==> config.mk <==
export PLATFORM = sky130hd
export DESIGN_NAME = quad_decoder
export DESIGN_NICKNAME = d
export VERILOG_FILES = /design/src/rtl/quad_pkg.sv /design/src/rtl/quad_decoder_bit_sync.sv /design/src/rtl/quad_decoder.sv
export SDC_FILE = /design/constraint.sdc
export NUM_CORES = 1
export LEC_CHECK = 0
export CORE_MARGIN = 2
export CORE_UTILIZATION = 50
export DETAILED_ROUTE_END_ITERATION = 8
export DONT_BUFFER_PORTS = 1
export SYNTH_ARGS = -nofsm -noshare
export SYNTH_HDL_FRONTEND = slang
export SYNTH_SLANG_ARGS = --single-unit
==> constraint.sdc <==
create_clock -name clk -period 3.15 [get_ports clk]
set_input_delay 0.63 -clock clk [delete_from_list [all_inputs] [get_ports clk]]
set_output_delay 0.63 -clock clk [all_outputs]
set_load 0.005 [all_outputs]
==> src/rtl/quad_pkg.sv <==
// Shared phase encodings, direction codes and the transition classifier
// used by the quadrature decoder.
package quad_pkg;

  typedef enum logic [1:0] {
    PH_00 = 2'b00,
    PH_01 = 2'b01,
    PH_11 = 2'b11,
    PH_10 = 2'b10
  } phase_e;

  localparam logic DIR_UP = 1'b1;
  localparam logic DIR_DN = 1'b0;

  typedef struct packed {
    logic valid;
    logic up;
    logic illegal;
  } step_t;

  // Forward order is 00->01->11->10->00; a change of both bits at once is a double step.
  function automatic step_t decodePhase(input logic [1:0] prevPh, input logic [1:0] curPh);
    step_t res;
    res = '0;
    case ({prevPh, curPh})
      {PH_00, PH_01}, {PH_01, PH_11}, {PH_11, PH_10}, {PH_10, PH_00}: begin
        res.valid = 1'b1;
        res.up    = DIR_UP;
      end
      {PH_00, PH_10}, {PH_10, PH_11}, {PH_11, PH_01}, {PH_01, PH_00}: begin
        res.valid = 1'b1;
        res.up    = DIR_DN;
      end
      {PH_00, PH_11}, {PH_11, PH_00}, {PH_01, PH_10}, {PH_10, PH_01}: begin
        res.illegal = 1'b1;
      end
      default: res = '0;
    endcase
    return res;
  endfunction

endpackage

==> src/rtl/quad_decoder_bit_sync.sv <==
// Multi-flop synchronizer bringing one asynchronous board-level bit into the clk domain.
module bit_sync #(
  parameter int STAGES = 2
) (
  input  logic clk,
  input  logic reset,
  input  logic async_i,
  output logic sync_o
);

  logic [STAGES-1:0] chain_q;

  always_ff @(posedge clk or negedge reset) begin
    if (!reset) begin
      chain_q <= '0;
    end else begin
      chain_q <= {chain_q[STAGES-2:0], async_i};
    end
  end

  assign sync_o = chain_q[STAGES-1];

endmodule

==> src/rtl/quad_decoder.sv <==
// Quadrature A/B decoder: synchronizes both phases, classifies each transition
// and maintains a wrapping position count, direction flag and sticky error flag.
module quad_decoder
  import quad_pkg::*;
#(
  parameter int WIDTH       = 8,
  parameter int SYNC_STAGES = 2
) (
  input  logic             clk,
  input  logic             reset,
  input  logic             en,
  input  logic             clear,
  input  logic             quad_a,
  input  logic             quad_b,
  output logic [WIDTH-1:0] pos,
  output logic             dir,
  output logic             step,
  output logic             err
);

  localparam int ARM_W = $clog2(SYNC_STAGES + 2);
  localparam logic [ARM_W-1:0] ARM_INIT = ARM_W'(SYNC_STAGES + 1);

  logic             aSync, bSync;
  logic [1:0]       cur;
  logic [1:0]       prev_q, prev_d;
  logic [ARM_W-1:0] arm_q, arm_d;
  logic [WIDTH-1:0] pos_q, pos_d;
  logic             dir_q, dir_d;
  logic             step_q, step_d;
  logic             err_q, err_d;
  step_t            dec;

  bit_sync #(.STAGES(SYNC_STAGES)) uSyncA (
    .clk    (clk),
    .reset  (reset),
    .async_i(quad_a),
    .sync_o (aSync)
  );

  bit_sync #(.STAGES(SYNC_STAGES)) uSyncB (
    .clk    (clk),
    .reset  (reset),
    .async_i(quad_b),
    .sync_o (bSync)
  );

  assign cur = {aSync, bSync};

  // Decoding stays masked until the synchronizers have flushed their reset
  // zeros, so the phase present at release is absorbed into prev, never counted.
  always_comb begin
    dec    = decodePhase(prev_q, cur);
    prev_d = cur;
    arm_d  = (arm_q != '0) ? arm_q - 1'b1 : arm_q;
    pos_d  = pos_q;
    dir_d  = dir_q;
    step_d = 1'b0;
    err_d  = err_q;
    if (clear) begin
      pos_d = '0;
      err_d = 1'b0;
    end else if (arm_q == '0 && en) begin
      if (dec.valid) begin
        pos_d  = dec.up ? pos_q + WIDTH'(1) : pos_q - WIDTH'(1);
        dir_d  = dec.up;
        step_d = 1'b1;
      end else if (dec.illegal) begin
        err_d = 1'b1;
      end
    end
  end

  always_ff @(posedge clk or negedge reset) begin
    if (!reset) begin
      prev_q <= PH_00;
      arm_q  <= ARM_INIT;
      pos_q  <= '0;
      dir_q  <= DIR_DN;
      step_q <= 1'b0;
      err_q  <= 1'b0;
    end else begin
      prev_q <= prev_d;
      arm_q  <= arm_d;
      pos_q  <= pos_d;
      dir_q  <= dir_d;
      step_q <= step_d;
      err_q  <= err_d;
    end
  end

  assign pos  = pos_q;
  assign dir  = dir_q;
  assign step = step_q;
  assign err  = err_q;

endmodule

# ---- Word-level counts from Yosys, hierarchy flattened
# Index checks and enable logic that the tools add are counted.
dict set report totals {
  register_bits 19
  in_bits 6
}
dict set report op_classes {
  n_addsub 3
  eq_ne 13
  bitwise 1
  muxes 13
  n_reduce_logical 12
}
# cell count
set op_table {}
lappend op_table {{$mux W8} 4}
lappend op_table {{$eq A4 B4 Y1 const B} 6}
lappend op_table {{$eq A4 B3 Y1 const B} 3}
lappend op_table {{$reduce_or A4 Y1} 3}
lappend op_table {{$add A8 B1 Y8 const B} 1}
lappend op_table {{$eq A4 B2 Y1 const B} 2}
lappend op_table {{$mux W1} 8}
lappend op_table {{$reduce_bool A2 Y1} 4}
lappend op_table {{$sub A8 B1 Y8 const B} 1}
lappend op_table {{$reduce_and A3 Y1} 2}
lappend op_table {{$eq A4 B1 Y1 const B} 1}
lappend op_table {{$pmux W2 S2} 1}
lappend op_table {{$logic_not A2 Y1} 1}
lappend op_table {{$ne A2 B2 Y1 const B} 1}
lappend op_table {{$reduce_and A2 Y1} 1}
lappend op_table {{$sub A2 B1 Y2 const B} 1}
lappend op_table {{$logic_and A1 B1 Y1} 1}
lappend op_table {{$not A1 Y1} 1}

# ---- Depth between registers and ports, before layout
# Gate-level depths: netlist of run 1.
dict set report depth {
  depth_word 7
  ltp_mapped 9
  ltp_nobuf 9
}

# ---- By module
# A second synthesis of run 1 with hierarchy kept.
dict set report unflattened {
  hier_cells 105
  area_unflattened_um2 1037.2
}
# mod cells_per_inst seq_area_each_um2 n_inst area_each_um2
set by_module_without_submodules {}
lappend by_module_without_submodules {quad_decoder 101 377.9 1 937.1}
lappend by_module_without_submodules {bit_sync 2 50.0 2 50.0}

# ---- Worst setup path before layout of run 1
# No wires, ideal clock.
dict set report synth_timing {
  kind {register to register}
  start {register prev_q[0]}
  end {register pos_q[7] (netlist: pos[7])}
  path_stages_with_launch 8
  setup_ns 0.128
  n_path_buf 0
  required_ns 3.022
  setup_slack_ns 0.671
  arrival_time_ns 2.351
  path_cell_list {dfrtp_1 > xnor2_1 > nand2_1 > ha_1 > a21o_1 > a31o_2 > o311ai_1 > mux2_1}
}
dict set report synth_between {
  elab_chain_len 7
  elab_cells_between_ends 17
  classes_between {eq/ne (8); mux (5); reduce/logical (4)}
}
# element line
set synth_rtl {}
lappend synth_rtl {{from (decl)} quad_decoder.sv:26} ;# logic [1:0] prev_q, prev_d;
lappend synth_rtl {{from (signal assigned)} quad_decoder.sv:83} ;# prev_q <= prev_d;
lappend synth_rtl {{$eq A4 B2 Y1, or another cell as far along} quad_pkg.sv:25} ;# case ({prevPh, curPh})
lappend synth_rtl {{$reduce_or A4 Y1} quad_pkg.sv:25}
lappend synth_rtl {{$pmux W2 S2 (*)} quad_pkg.sv:25}
lappend synth_rtl {{$mux W8} quad_decoder.sv:65} ;# pos_d = dec.up ? pos_q + WIDTH'(1) : pos_q - WIDTH'(1);
lappend synth_rtl {{$mux W8} quad_decoder.sv:64} ;# if (dec.valid) begin
lappend synth_rtl {{$mux W8} quad_decoder.sv:63} ;# end else if (arm_q == '0 && en) begin
lappend synth_rtl {{$mux W8} quad_decoder.sv:60} ;# if (clear) begin
lappend synth_rtl {{to (signal assigned)} quad_decoder.sv:85} ;# pos_q <= pos_d;
lappend synth_rtl {{to (decl)} quad_decoder.sv:28} ;# logic [WIDTH-1:0] pos_q, pos_d;
# Every way passes the cells marked *; elsewhere a longest branch is shown, timed or not. The select of a mux whose other input is x is not followed.
# A chain may end at the register's enable or synchronous reset.

# ---- Final worst setup path of run 1
# Ends and elaborated chain as after synthesis.

==> results_dict.tcl, run 1 <==
set metrics [dict create \
    status "complete, no violations" \
    syn-num-nets 117 \
    rows 16 \
    die_area_sq_um 2455 \
    grt.total_usage_pct 17.62 \
    max_cap_violations 0 \
    required_ps 3360 \
    portBuffers 0 \
    p_sw_share_pct 35.29 \
    clock_path_buffers 2 \
    p_switching_w 0.0002198 \
    critical_path.endpoint "pos[7]" \
    nNetsFinal 120 \
    antenna_found_initial 0 \
    drv_slew 0 \
    synth_edf_count 0 \
    cts_repair_resize_count 0 \
    synth_area_sq_um 1037 \
    drt_iter0_drc 14 \
    pwr_density_cell_nw_per_um2 568.3 \
    final_util_pct 55.87 \
    hold_viol_final 0 \
    numCtsBuffers 3 \
    total_power_w 0.0006229 \
    drc 0 \
    synth_cell_types 33 \
    seqPwrFrac_pct 49.2 \
    fin_setup_tns_ps 0 \
    clock-root-buffer "clkbuf_4" \
    rr_endpoint "pos[7]" \
    synth_top_family_by_area "simple AND/OR/NAND/NOR gates" \
    clkPwrFrac_pct 21.0 \
    p_comb_share_pct 29.9 \
    via_count 774 \
    ys_seq_elements 19 \
    slew_headroom_pct 48.55 \
    ys_warn_count 0 \
    synthArstFlopShare_pct 100.0 \
    pre_cts_ws_ps 464.3 \
    htreeDepth 1 \
    rsz0062_at_grt "false" \
    postCtsSetupRepairBufs 0 \
    max_freq_ghz 0.3706 \
    first_pass_iters 4 \
    dp_hpwl_microns 1307 \
    cts.sinks 19 \
    routed_via_density 5.776 \
    worstSkewPairLatency_ps 310 \
    synthMuxAreaShare_pct 3.016 \
    finalWorstSetupSlack_ps 451.6 \
    core-area_sq_um 1962 \
    drive_gt1_share_pct 8.411 \
    ys_seq_area_share_pct 46.08 \
    diodes 0 \
    fillers 200 \
    path_max_fanout 7 \
    p_int_w 0.0004031 \
    synthAdderAreaFrac_pct 7.238 \
    min_path_type "primary input to asynchronous set/reset pin" \
    die_x_microns 49.55 \
    initial_core_util_pct 52.87 \
    grt-ovfl-total 0 \
    wl_per_cell_microns 13.85 \
    drt_wl_total_microns 1856 \
    rr_worst_depth 7 \
    peakVddDrop_mv 0.3180 \
    cp.arrival_ps 2900 \
    crit_start "prev_q[0]" \
    synth-xor-area-share_pct 7.600 \
    syn_to_final_growth_pct 5.669 \
    r2r-start "prev_q[0]" \
    p_leak_nw 0.4758 \
    ant_nets 0 \
    grt_pass1_vias 720 \
    yosys.area_share.simple_pct 19.06 \
    die_y_microns 49.55 \
    synth-compound-area-share_pct 14.11 \
    clkTransAtPathRegs_ps 120 \
    reg2reg_slack_ps 450 \
    period_needed_ps 2698 \
    ctsHoldBuffers 1 \
    grt_max_degree 18 \
    startpoint_type "flip-flop" \
    synth-main-ff-cell "dfrtp_1" \
    worst_pin_slew_ps 769.3 \
    setup_viol 0 \
    endpoint_kind "flip-flop" \
    grt_pass1_wl_microns 3256 \
    ios 17 \
    critPathKind "flip-flop to flip-flop" \
    syn_inst 105 \
    cts_tree "built" \
    final.period_utilization_pct 85.66 \
    clock-skew-final_ps 5.995 \
    place.gp.congestion 0.8173 \
    synth.avg_cell_area_sq_um 9.879 \
]
flip-flops by register name, summed over array words and instances, names as in the netlist:
register / count
arm_q: 2
dir: 1
err: 1
pos: 8
prev_q: 2
step: 1
uSyncA.chain_q: 2
uSyncB.chain_q: 2
routing by layer:
layer / up-vias / GRT usage, % / wire (microns)
met1: 366 / 23.72 / 875
li1: 382 / - / -
met5: - / 0 / 0
met3: 5 / 3.939 / 74
met4: 0 / 8.333 / 41
met2: 21 / 26.89 / 864
stage by stage:
stage / hold WS (ps) / instance area (sq um) / instances
finish: 149.7 / 1096 / 134
global route: 119.1 / 1096 / 134
CTS: 139.3 / 1096 / 134
detailed placement: 334.7 / 1056 / 129
global placement: 332.8 / 1056 / 129
floorplan: 331.2 / 1037 / 105
Yosys cell counts (3+ instances only):
cell	count	area, sq um
a21oi_1	8	40.04
clkbuf_1	3	11.26
dfrtp_1	17	425.4
ha_1	6	75.07
nand2_1	8	30.03
nand3_1	5	25.02
nor2_1	11	41.29
o21ai_0	3	15.01
xnor2_1	4	35.03
xor2_1	5	43.79
power groups by stage:
stage	clock network (W)	registers (W)	logic [W]
2_1_floorplan	0	0.000296	0.000165
3_3_place_gp	0	0.000311	0.000180
3_5_place_dp	0	0.000311	0.000181
4_1_cts	0.000135	0.000307	0.000187
5_1_grt	0.000146	0.000312	0.000214
6_report	0.000131	0.000306	0.000186
logic make-up after synthesis:
| logic type | count (synthesis) |
|---|---|
| buf+inv | 6 |
| flops | 19 |
| compound gates | 23 |
| fa+ha+maj | 6 |
| xor+xnor | 9 |
| simple gates | 39 |
| mux | 3 |
final cells by class:
| type | instances | area (sq um) | share of cell area, % |
|---|---|---|---|
| inverters | 2 | 7.507 | 0.6849 |
| clock inverters | 1 | 7.507 | 0.6849 |
| clock buffers | 3 | 22.52 | 2.055 |
| repair buffers | 2 | 17.52 | 1.598 |
| flip-flops and latches | 19 | 478.0 | 43.61 |
| well taps | 27 | 33.78 | 3.082 |
| multi-input cells | 80 | 529.3 | 48.29 |
worst max-delay path, stage by stage, from the launching register on:
cell,delay (ps)
dfrtp_1,420
xnor2_1,470
nand2_1,190
ha_1,410
a21o_1,230
a31o_2,260
o311ai_1,280
mux2_1,350
worst min path at each step:
stage,from,endpoint,slack [ps],cells past startpoint
2_1_floorplan,reset,dir,330,0
3_3_place_gp,reset,pos[4],330,0
3_5_place_dp,reset,pos[4],330,0
4_1_cts,reset,arm_q[1],140,0
5_1_grt,reset,arm_q[1],120,0
6_report,reset,arm_q[0],150,0
layout by cell type (no fill, tap or decap), types with 2 or more instances in the layout:
cell type / count
a21o_1: 2
a21oi_1: 8
a31oi_1: 2
clkbuf_4: 3
dfrtp_1: 17
dfstp_2: 2
ha_1: 6
inv_1: 2
mux2i_1: 2
nand2_1: 8
nand3_1: 5
nand3b_1: 2
nand4b_1: 2
nor2_1: 11
nor3_1: 2
o211ai_1: 2
o21ai_0: 3
o31ai_1: 2
or3_1: 2
or4_1: 2
xnor2_1: 4
xor2_1: 5
Power figures use the tool's default switching activity.
==> run 2: changes to the inputs <==
CORE_ASPECT_RATIO = 0.7   (was default)
SYNTH_HIERARCHICAL = 1   (was default)
==> results_dict.tcl, run 2 <==
set metrics [dict create \
    synth-main-ff-cell "dfrtp_1" \
    synth_edf_count 0 \
    drv_slew 0 \
    dp_hpwl_microns 1415 \
    reg2reg_slack_ps 720 \
    peakVddDrop_mv 0.3989 \
    setup_viol 0 \
    top_layer_used "met4" \
    drc 0 \
    worst_pin_slew_ps 778.2 \
    clock-root-buffer "clkbuf_4" \
    largest_reg_flops 8 \
    final_cell_mix "17 x dfrtp_1, 11 x nor2_1, 8 x nand2_1, 8 x a21oi_1, 6 x ha_1" \
    grt_pass1_vias 702 \
    critPathKind "flip-flop to flip-flop" \
    yosys.cell_count.top_type "dfrtp_1" \
    wl_met1_microns 1010 \
    ant_nets 0 \
    grt-ovfl-total 0 \
    min_path_type "primary input to asynchronous set/reset pin" \
    dpl.cell_count 127 \
    hold_viol_final 0 \
    synth_area_leaders "dfrtp_1 41%, ha_1 7.2%, dfstp_2 5.1%" \
    final_cells 132 \
    die_area_sq_um 2461 \
    status "complete, no violations" \
    clock_path_buffers 2 \
    path_max_fanout 7 \
    die_y_microns 42.11 \
    rr_worst_depth 8 \
    drive_gt1_share_pct 10.00 \
    pwr_density_cell_nw_per_um2 560.1 \
    ys_warn_count 6 \
    cts_tree "built" \
    finalWorstSetupSlack_ps 723.7 \
    synth_area_leader_cell "dfrtp_1" \
    die_x_microns 58.44 \
    core-area_sq_um 1903 \
    syn-num-nets 117 \
    drt_iter0_drc 33 \
    pre_cts_ws_ps 730.0 \
    synth_commonest_cells "17 x dfrtp_1, 11 x nor2_1, 8 x a21oi_1, 8 x nand2_1, 6 x ha_1" \
    first_pass_iters 3 \
    r2r-start "prev_q[0]" \
    grt_max_degree 20 \
    diodes 0 \
    synth_top_area_share_pct 41.01 \
    cp.arrival_ps 2610 \
    clkTransAtPathRegs_ps 100 \
    slew_headroom_pct 47.95 \
    synth_area_sq_um 1037 \
    antenna_found_initial 0 \
    ys_seq_elements 19 \
    rsz0062_at_grt "false" \
    ys_seq_area_share_pct 46.08 \
    total_power_w 0.0006209 \
    final_common_cell "dfrtp_1" \
    route.met3.wl_microns 113 \
    wl_per_cell_microns 14.74 \
    clock-skew-final_ps 2.828 \
    routed_via_density 5.962 \
    synth.avg_cell_area_sq_um 9.879 \
    rr_endpoint "pos[7]" \
    max_freq_ghz 0.4122 \
    endpoint_kind "flip-flop" \
    synth_cell_types 33 \
    p_leak_nw 0.4910 \
    required_ps 3330 \
    nNetsFinal 123 \
    final_util_pct 58.25 \
    ios 17 \
    initial_core_util_pct 54.50 \
    startpoint_type "flip-flop" \
    syn_inst 105 \
    worstSkewPairLatency_ps 290 \
    place.gp.congestion 0.7992 \
    numCtsBuffers 3 \
    grt.total_usage_pct 18.06 \
    drt_wl_total_microns 1946 \
    grt_pass1_wl_microns 3346 \
    final.period_utilization_pct 77.02 \
    period_needed_ps 2426 \
    htreeDepth 1 \
    rows 13 \
    wl_met2_microns 809 \
    via_count 787 \
    cts.sinks 19 \
    max_cap_violations 0 \
    portBuffers 0 \
    fin_setup_tns_ps 0 \
    syn_to_final_growth_pct 6.875 \
    synthArstFlopShare_pct 100.0 \
]
run 2: cell counts after synthesis:
No cell type changed its count.
run 2: worst max-delay path by stage:
stage,startpoint,endpoint,slack [ps],cells past startpoint
2_1_floorplan,prev_q[0],pos[7],670,7
3_3_place_gp,prev_q[0],pos[7],770,8
3_5_place_dp,uSyncB/chain_q[1],pos[7],730,8
4_1_cts,uSyncA/chain_q[1],pos[7],710,8
5_1_grt,prev_q[1],pos[7],570,8
6_report,prev_q[0],pos[7],720,8
run 2: worst max-delay path, stage by stage, from the launching register on:
cell and delay (ps):
dfrtp_1 410, xnor2_1 160, buf_4 160, nand2_1 90
ha_1 360, a21o_1 220, a31o_2 270, o311ai_1 290
mux2_1 350
run 2: power by group:
| part | internal (W) | leakage, nW | total [W] | switching, W |
|---|---|---|---|---|
| Combinational | 0.0000897 | 0.238 | 0.000197 | 0.000107 |
| Sequential | 0.000270 | 0.238 | 0.000306 | 0.0000352 |
| Clock | 0.0000492 | 0.0150 | 0.000119 | 0.0000696 |
run 2: area by class of cell:
class | instances | area [sq um]
Sequential cell | 19 | 478.0
Clock buffer | 4 | 26.28
Fill cell | 178 | 794.5
Tap cell | 22 | 27.53
Inverter | 2 | 7.507
Multi-Input combinational cell | 80 | 529.3
Timing Repair Buffer | 5 | 40.04
run 2: cell families (layout without fill, tap and decap cells):
| kind of cell | after synthesis | in the layout | share of synthesized area, % |
|---|---|---|---|
| and+or+nand+nor | 39 | 39 | 19.06 |
| muxes | 3 | 3 | 3.016 |
| AOI/OAI and AO/OA | 23 | 23 | 14.11 |
| buffers and inverters | 6 | 11 | 2.895 |
| adders and majority gates | 6 | 6 | 7.237 |
| xor gates and xnor gates | 9 | 9 | 7.599 |
| DFF | 19 | 19 | 46.08 |
run 2: metal layers:
| layer | up-vias | global-route usage (%) |
|---|---|---|
| li1 | 398 | - |
| met1 | 371 | 25.93 |
| met2 | 16 | 24.72 |
| met3 | 2 | 8.025 |
| met4 | 0 | 4.186 |
| met5 | - | 0 |
run 2: stage by stage:
stage,hold WS (ps),cell area [sq um]
floorplan,331.2,1037
global placement,334.9,1072
detailed placement,334.9,1072
CTS,5.477,1099
global route,137.0,1109
finish,168.4,1109
run 2: timing repair:
item	in CTS	in global routing
hold endpoints to repair	0	17
endpoints found under the setup margin	0	0
setup buffers	0	0
gates resized for setup	0	0
hold buffers	0	1
